$ cat config.mk
export PLATFORM = sky130hd
export DESIGN_NAME = cnn_spike_encoder
export DESIGN_NICKNAME = d
export VERILOG_FILES = /design/src/rtl/snn_pkg.sv /design/src/rtl/spike_fifo.sv /design/src/rtl/cnn_spike_encoder.sv
export SDC_FILE = /design/constraint.sdc
export NUM_CORES = 1
export LEC_CHECK = 0
export CORE_MARGIN = 3
export CORE_UTILIZATION = 60
export CTS_BUF_LIST = sky130_fd_sc_hd__clkbuf_16
export CTS_CLUSTER_SIZE = 14
export DETAILED_ROUTE_END_ITERATION = 8
export PLACE_DENSITY = 0.82
export SYNTH_ARGS = -nofsm -noshare
export SYNTH_HDL_FRONTEND = slang
export SYNTH_SLANG_ARGS = --single-unit
$ cat constraint.sdc
create_clock -name clk -period 4.15 [get_ports clk]
set_input_delay 0.83 -clock clk [delete_from_list [all_inputs] [get_ports clk]]
set_output_delay 0.83 -clock clk [all_outputs]
set_load 0.02 [all_outputs]
$ cat src/rtl/snn_pkg.sv
// Shared encoder state type and frame/time defaults for the spike front end.
// Latency: none (declarations only).
// Backpressure: none (declarations only).
package snn_pkg;

    localparam int NUM_PIXELS_DEF = 320;
    localparam int T_REF_DEF      = 1024;

    typedef enum logic [1:0] {
        ST_IDLE   = 2'd0,
        ST_STREAM = 2'd1,
        ST_FLUSH  = 2'd2,
        ST_EOF    = 2'd3
    } enc_state_e;

endpackage

$ cat src/rtl/spike_fifo.sv
// Synchronous first-word-fall-through FIFO; head data is valid whenever pop_vld_o is high.
// Latency: a push is visible at the head on the cycle after it is written.
// Backpressure: full_o blocks pushes unless a pop frees a slot in the same cycle.
module spike_fifo #(
    parameter int W     = 8,
    parameter int DEPTH = 4
) (
    input  logic         clk,
    input  logic         rst_n,
    input  logic         push_vld_i,
    input  logic [W-1:0] push_dat_i,
    output logic         full_o,
    output logic         pop_vld_o,
    output logic [W-1:0] pop_dat_o,
    input  logic         pop_rdy_i
);

    localparam int AW = (DEPTH > 1) ? $clog2(DEPTH) : 1;

    logic [W-1:0]  mem_q [DEPTH];
    logic [AW-1:0] wr_ptr_q;
    logic [AW-1:0] rd_ptr_q;
    logic [AW:0]   cnt_q;
    logic          do_push;
    logic          do_pop;

    assign pop_vld_o = (cnt_q != '0);
    assign full_o    = (cnt_q == (AW+1)'(DEPTH));
    assign do_pop    = pop_vld_o & pop_rdy_i;
    // A pop in the same cycle frees the slot, so a full FIFO can still take a push.
    assign do_push   = push_vld_i & (~full_o | do_pop);
    assign pop_dat_o = mem_q[rd_ptr_q];

    // Storage array; contents need no reset because the head is qualified by pop_vld_o.
    always_ff @(posedge clk) begin
        if (do_push) begin
            mem_q[wr_ptr_q] <= push_dat_i;
        end
    end

    // Pointers and occupancy; pointers wrap naturally since DEPTH is a power of two.
    always_ff @(posedge clk or negedge rst_n) begin
        if (!rst_n) begin
            wr_ptr_q <= '0;
            rd_ptr_q <= '0;
            cnt_q    <= '0;
        end else begin
            if (do_push) wr_ptr_q <= wr_ptr_q + AW'(1);
            if (do_pop)  rd_ptr_q <= rd_ptr_q + AW'(1);
            case ({do_push, do_pop})
                2'b10:   cnt_q <= cnt_q + (AW+1)'(1);
                2'b01:   cnt_q <= cnt_q - (AW+1)'(1);
                default: cnt_q <= cnt_q;
            endcase
        end
    end

endmodule

$ cat src/rtl/cnn_spike_encoder.sv
// Time-to-first-spike encoder: one activation per pixel in, {time, addr} spikes plus an end-of-frame token out.
// Latency: a spike appears 2 cycles after its activation is accepted when the output buffer is empty.
// Backpressure: o_act_ready drops when the output buffer is full; items hold until i_spike_ack.
module cnn_spike_encoder
    import snn_pkg::*;
#(
    parameter int  NUM_PIXELS = NUM_PIXELS_DEF,
    parameter int  DATA_W     = 32,
    parameter int  T_REF      = T_REF_DEF,
    parameter int  FIFO_DEPTH = 4,
    localparam int ADDR_W     = $clog2(NUM_PIXELS)
) (
    input  logic                     clk,
    input  logic                     rst_n,
    input  logic                     i_act_valid,
    input  logic signed [DATA_W-1:0] i_act_data,
    output logic                     o_act_ready,
    output logic                     o_spike_valid,
    output logic signed [DATA_W-1:0] o_spike_time,
    output logic [ADDR_W-1:0]        o_spike_addr,
    output logic                     o_last_pixel_sent,
    input  logic                     i_spike_ack,
    output logic                     o_frame_done
);

    localparam logic signed [DATA_W-1:0] T_REF_S   = DATA_W'(T_REF);
    localparam logic [ADDR_W-1:0]        LAST_ADDR = ADDR_W'(NUM_PIXELS - 1);
    localparam int                       FW        = DATA_W + ADDR_W;

    enc_state_e               state_q, state_d;
    logic [ADDR_W-1:0]        cnt_q, cnt_d;
    logic                     enc_vld_q;
    logic signed [DATA_W-1:0] enc_time_q;
    logic [ADDR_W-1:0]        enc_addr_q;
    logic signed [DATA_W-1:0] act_time;
    logic                     act_pos;
    logic                     accept;
    logic                     in_eof;
    logic                     eof_ack;
    logic                     fifo_full;
    logic                     fifo_vld;
    logic                     fifo_pop;
    logic                     fifo_push;
    logic [FW-1:0]            fifo_dat;

    // Strictly positive activations produce spikes; zero and negative ones only advance the address.
    assign act_pos   = ~i_act_data[DATA_W-1] & (|i_act_data);
    assign in_eof    = (state_q == ST_EOF);
    assign fifo_pop  = fifo_vld & i_spike_ack;
    assign fifo_push = enc_vld_q & (~fifo_full | fifo_pop);
    // The encode stage may take a new value if it is empty or moving into the FIFO this cycle.
    assign o_act_ready = (state_q == ST_STREAM) & (~enc_vld_q | fifo_push) & ~fifo_full;
    assign accept      = i_act_valid & o_act_ready;

    // Stronger activation fires earlier; anything at or above the reference fires at time 0.
    always_comb begin
        act_time = '0;
        if (i_act_data < T_REF_S) begin
            act_time = T_REF_S - i_act_data;
        end
    end

    // Frame sequencing and pixel address counting.
    always_comb begin
        state_d = state_q;
        cnt_d   = cnt_q;
        eof_ack = 1'b0;
        case (state_q)
            ST_IDLE: begin
                if (i_act_valid) state_d = ST_STREAM;
            end
            ST_STREAM: begin
                if (accept) begin
                    cnt_d = cnt_q + ADDR_W'(1);
                    if (cnt_q == LAST_ADDR) state_d = ST_FLUSH;
                end
            end
            ST_FLUSH: begin
                if (!enc_vld_q && !fifo_vld) state_d = ST_EOF;
            end
            ST_EOF: begin
                if (i_spike_ack) begin
                    eof_ack = 1'b1;
                    cnt_d   = '0;
                    state_d = ST_IDLE;
                end
            end
            default: state_d = ST_IDLE;
        endcase
    end

    // State and address counter registers.
    always_ff @(posedge clk or negedge rst_n) begin
        if (!rst_n) begin
            state_q <= ST_IDLE;
            cnt_q   <= '0;
        end else begin
            state_q <= state_d;
            cnt_q   <= cnt_d;
        end
    end

    // One-deep encode stage between the input handshake and the spike buffer.
    always_ff @(posedge clk or negedge rst_n) begin
        if (!rst_n) begin
            enc_vld_q  <= 1'b0;
            enc_time_q <= '0;
            enc_addr_q <= '0;
        end else if (accept && act_pos) begin
            enc_vld_q  <= 1'b1;
            enc_time_q <= act_time;
            enc_addr_q <= cnt_q;
        end else if (fifo_push) begin
            enc_vld_q  <= 1'b0;
        end
    end

    spike_fifo #(
        .W     (FW),
        .DEPTH (FIFO_DEPTH)
    ) u_spike_fifo (
        .clk        (clk),
        .rst_n      (rst_n),
        .push_vld_i (fifo_push),
        .push_dat_i ({enc_time_q, enc_addr_q}),
        .full_o     (fifo_full),
        .pop_vld_o  (fifo_vld),
        .pop_dat_o  (fifo_dat),
        .pop_rdy_i  (i_spike_ack)
    );

    // The FIFO is always empty in EOF, so masking with fifo_vld yields the zero token fields.
    assign o_spike_valid     = in_eof | fifo_vld;
    assign o_spike_time      = fifo_vld ? fifo_dat[FW-1:ADDR_W] : '0;
    assign o_spike_addr      = fifo_vld ? fifo_dat[ADDR_W-1:0]  : '0;
    assign o_last_pixel_sent = in_eof;
    assign o_frame_done      = eof_ack;

endmodule

### After elaboration in Yosys (flattened, before gate mapping)

Memory sizes are Yosys's and may differ from the RTL's.
Index checks and enable logic that the tools add are counted.

* word-level logic and storage cells: 72
* register bits after elaboration: 60
* input bits: 36
* memories: 1
* bits in writable memories: 164

Memory list
* u_spike_fifo.mem_q: depth 4, width 41, read ports 1, clocked after Yosys merged registers in 0, wr ports 1, RTL line spike_fifo.sv:20 `logic [W-1:0] mem_q [DEPTH];`

* reduce and logical (&&, ||, !) cells: 12
* add/subtract/negate cells: 6
* $lt $le $gt $ge: 1
* bitwise gates (word level): 13
* muxes and demuxes: 19
* equality and inequality tests: 12

Operator list (count)
* $mux 32: 2
* $lt 32x12->1 const B: 1
* $reduce_or 32->1: 1
* $sub 12x32->32 const A: 1
* $mux 9: 3
* $pmux 9 s2: 1
* $mux 2: 5
* $add 9x1->9 const B: 1
* $eq 9x9->1 const B: 1
* $ne 2x2->1 const B: 4
* $pmux 2 s4: 1
* $and 1x1->1: 7
* $eq 2x2->1 const B: 3
* $mux 1: 6
* $pmux 3 s2: 1
* $reduce_bool 2->1: 3
* $reduce_and 5->1: 1
* $add 2x1->2 const B: 2
* $eq 2x1->1 const B: 2
* $add 3x1->3 const B: 1
* $eq 3x3->1 const B: 1
* $not 1->1: 3
* $or 1x1->1: 3
* $reduce_and 3->1: 1
* 6 further kinds: 8

### Depth between registers and ports, before layout

* word-level depth: 10
* depth in mapped cells: 9

### Hierarchy

A second synthesis with hierarchy kept.

* cells, all modules: 510
* area total of the unflattened synthesis: 9047.4 um^2

Modules (own cells, without submodules)
* spike_fifo: cells each 253, instances 1, sequential area each 5099.9 um^2, area an instance 6336.1 um^2
* cnn_spike_encoder: cells each 257, instances 1, sequential area each 1326.3 um^2, area an instance 2711.4 um^2

### Worst setup path after synthesis

OpenSTA, ideal clock, no wires.

* kind: input -> register
* start: input i_spike_ack
* end: memory u_spike_fifo.mem_q[0][0] in the netlist's numbering, enable pin
* slack: 1.427 ns
* stages on the path: 3
* setup time: 0.402 ns
* arrival: 2.321 ns
* required time: 3.748 ns
* path through: clkbuf_1 -> o21a_1 -> and2_1

* cells in the longest elaborated chain, start to end: 6

Ends and longest elaborated chain
* from (decl): RTL line cnn_spike_encoder.sv:22 `input logic i_spike_ack,`
* $and 1x1->1 *: RTL line spike_fifo.sv:29, cnn_spike_encoder.sv:49
* $or 1x1->1 *: RTL line spike_fifo.sv:31, cnn_spike_encoder.sv:50
* $and 1x1->1: RTL line cnn_spike_encoder.sv:50 `assign fifo_push = enc_vld_q & (~fifo_full | fifo_pop);`
* $and 1x1->1 *: RTL line spike_fifo.sv:31 `assign do_push = push_vld_i & (~full_o | do_pop);`
* $mux 1 *: RTL line spike_fifo.sv:36 `if (do_push) begin`
* $mux 1 (implied by the code) *: RTL line spike_fifo.sv:37 `mem_q[wr_ptr_q] <= push_dat_i;`
* to (decl): RTL line spike_fifo.sv:20

Every way passes the cells marked *; elsewhere a longest branch is shown, timed or not.

### Final worst setup path

* start: register u_spike_fifo.cnt_q[2]
* end: output o_spike_time[18]

* cells in the longest elaborated chain, start to end: 2

Ends and longest elaborated chain
* from (decl): RTL line spike_fifo.sv:23 `logic [AW:0] cnt_q;`
* from (signal assigned): RTL line spike_fifo.sv:51 `2'b10: cnt_q <= cnt_q + (AW+1)'(1);`
* from (signal assigned): RTL line spike_fifo.sv:52 `2'b01: cnt_q <= cnt_q - (AW+1)'(1);`
* from (signal assigned): RTL line spike_fifo.sv:53 `default: cnt_q <= cnt_q;`
* $reduce_bool 3->1: RTL line spike_fifo.sv:27 `assign pop_vld_o = (cnt_q != '0);`
* $mux 32: RTL line cnn_spike_encoder.sv:134 `assign o_spike_time = fifo_vld ? fifo_dat[FW-1:ADDR_W] : '0;`
* to (decl): RTL line cnn_spike_encoder.sv:19 `output logic signed [DATA_W-1:0] o_spike_time,`

Every way passes these cells.

==> results.txt <==
top cells by area, synth = edfxtp_1 (55%), dfrtp_1 (17%), mux4_2 (10%)
Starting Density = 61.7%
Main synth FF type = edfxtp_1
fraction of layout instances using a drive strength above 1 = 15.6%
die span in x = 128 µm
Slew Viols, Final = 0
Post-Place Setup Slack = 0.533 ns
synth warn = 0
Metal-1 WL = 6.91 mm
top cell type's share of synthesized area = 54.7%
buffers added on ports = 80
#FFs+latches synth = 224
number of CTS-inserted buffers = 22
total power = 7.15 mW
Clock Sinks = 224
Critical Path RT = 3.32 ns
Worst VDD drop = 0.452 mV
CTS max path bufs = 3
CTS H-tree lvls = 1
final hold violations = 0
Routed Wire Length = 17.0 mm
synthesized instance count = 509
relative slew slack = 27.5%
EDFF count, synth = 164
number of max-cap violations = 0
num ports = 81
Die H = 128 µm
number of antenna violations at the first check in global routing = 0
1st-iter DRT viols = 390
Core ar. = 0.0146 mm²
Final min period = 3.71 ns
Clk pin slew, worst setup/hold paths = 0.06 ns
All-Layer GR Usage = 21.7%
count leader, synth = edfxtp_1
element type at the critical path end = output pin
Post-Syn Nets = 556
most area-hungry cell type in the Yosys netlist = edfxtp_1
grt ovf = 0
Via density = 5.95
Worst Clk Skew = 0.0208 ns
PostCTS Resize Cnt = 0
Final Worst Setup Slack = 0.441 ns
share of synthesized registers carrying an async set or reset = 26.8%
pwr dens = 663 mW/mm²
Post-DRT Antenna Nets = 0
global-route wire length before repair = 27.7 mm
DR pass1 iterations = 4
largest net degree at the start of global routing = 41
CP max FO = 31
worst skew pair latency = 0.51 ns
CTS root buf = clkbuf_16
Syn Area/Cell = 17.7 µm²
kind of critical path = reg2out
Post-CTS Setup Repair Bufs = 0
drc violations = 0
final worst-path cycle share = 89.4%
CTS tree = done
Nets = 645
Max Clock Freq = 0.270 GHz
outcome = completed
Top Layer Used = met4
sequential share of the synthesized area = 71.4%
Final Wtd Congestion = 0.793
hold_buf cts = 0
CP Data Arrival Time = 2.88 ns
Post-synth top cells = edfxtp_1 (164), and2_1 (69), dfrtp_1 (60), mux4_2 (41), clkbuf_1 (16)
DR vias = 4,746
TNS Setup = 0 ns
routed wl met3 = 796 µm
post-layout util = 73.9%
vias in the first global route = 5,139
final setup fails = 0
WL per Instance = 21.4 µm
synth unique cells = 47
placed wire-length estimate = 10.4 mm
RSZ-0062 raised after global routing = no
met2 wire length = 8.97 mm
Post-Syn Area = 0.00900 mm²
Hold Worst Slack = 0.465 ns
number of diodes = 0
Area growth syn-to-layout = 19.8%
leak pwr = 4.01 nW
startpoint types = flip-flop
Hold WC Path Type = in2async
row count = 44
Die Area = 0.0165 mm²
R2R Setup Slk = 1.55 ns
Worst Max-Slew Pin Slew = 1.09 ns
metrics by stage:
stage | instance area [µm²] | cells
floorplan | 9000 | 509
global placement | 10100 | 758
detailed placement | 10100 | 758
CTS | 10800 | 798
global route | 10800 | 798
finish | 10800 | 798
per-layer routing:
layer	vias up	track usage [%]
li1	2134	-
met1	2431	29.1
met2	148	37.8
met3	33	3.20
met4	0	5.93
met5	-	0
final timing paths:
| check | start | cells past startpoint | to |
|---|---|---|---|
| worst max-delay path | u_spike_fifo.cnt_q[2]$_DFFE_PN0P_ | 4 | o_spike_time[18] |
| worst min-delay path | rst_n | 1 | enc_time_q[6]$_DFFE_PN0P_ |
| worst max register to register | u_spike_fifo.cnt_q[1]$_DFFE_PN0P_ | 6 | u_spike_fifo.cnt_q[1]$_DFFE_PN0P_ |
| worst min register to register | enc_addr_q[7]$_DFFE_PN0P_ | 0 | u_spike_fifo.mem_q[2][7]$_DFFE_PP_ |
| max in group asynchronous | rst_n | 2 | enc_addr_q[5]$_DFFE_PN0P_ |
| min in group clk | enc_addr_q[7]$_DFFE_PN0P_ | 0 | u_spike_fifo.mem_q[2][7]$_DFFE_PP_ |
state kept, by name (all words and copies together), names as in the netlist:
register,count
enc_vld_q,1
cnt_q,9
enc_addr_q,9
u_spike_fifo.mem_q,164
enc_time_q,32
state_q,2
u_spike_fifo.wr_ptr_q,2
u_spike_fifo.rd_ptr_q,2
u_spike_fifo.cnt_q,3
worst max-delay path, stage by stage, from the launching register on:
cell and delay [ns]:
dfrtp_1 0.41, or3_1 0.86, buf_4 0.34, and2_1 0.16, clkdlybuf4s50_1 0.61
cell usage in the layout, fill, tap and decap left out, types with 5 or more instances in the layout:
cell	Yosys	final
a22o_1	9	9
and2_1	69	65
buf_12	0	6
clkbuf_16	0	22
clkdlybuf4s50_1	0	79
clkinv_1	0	7
dfrtp_1	60	58
edfxtp_1	164	164
ha_1	10	10
inv_1	11	16
mux2_1	7	7
mux4_2	41	41
nand2_1	11	11
nand2b_1	6	6
nor2_1	10	10
nor2b_1	5	5
nor3b_1	5	5
nor4_1	8	8
o21ai_0	7	7
xnor2_1	7	7
cells by family after synthesis:
group / synth area share (%)
compound gates: 2.95
xor+xnor: 1.07
fa+ha+maj: 1.61
buf+inv: 1.68
flops: 71.4
mux: 11.8
simple gates: 9.50
power breakdown:
part / switching, mW / internal [mW]
registers: 0.204 / 2.62
logic: 1.18 / 1.22
clock network: 0.779 / 1.15
cell type report:
type                       instances  area, µm²
inverter                          11       41.3
fill                             834       3810
clock buffer                      22        551
tap                              184        230
clock inverter                    18        161
multi-input combinational        249       2420
sequential                       224       6430
timing repair buffer              90        946
Note: power is estimated with default switching activity, not from simulation.
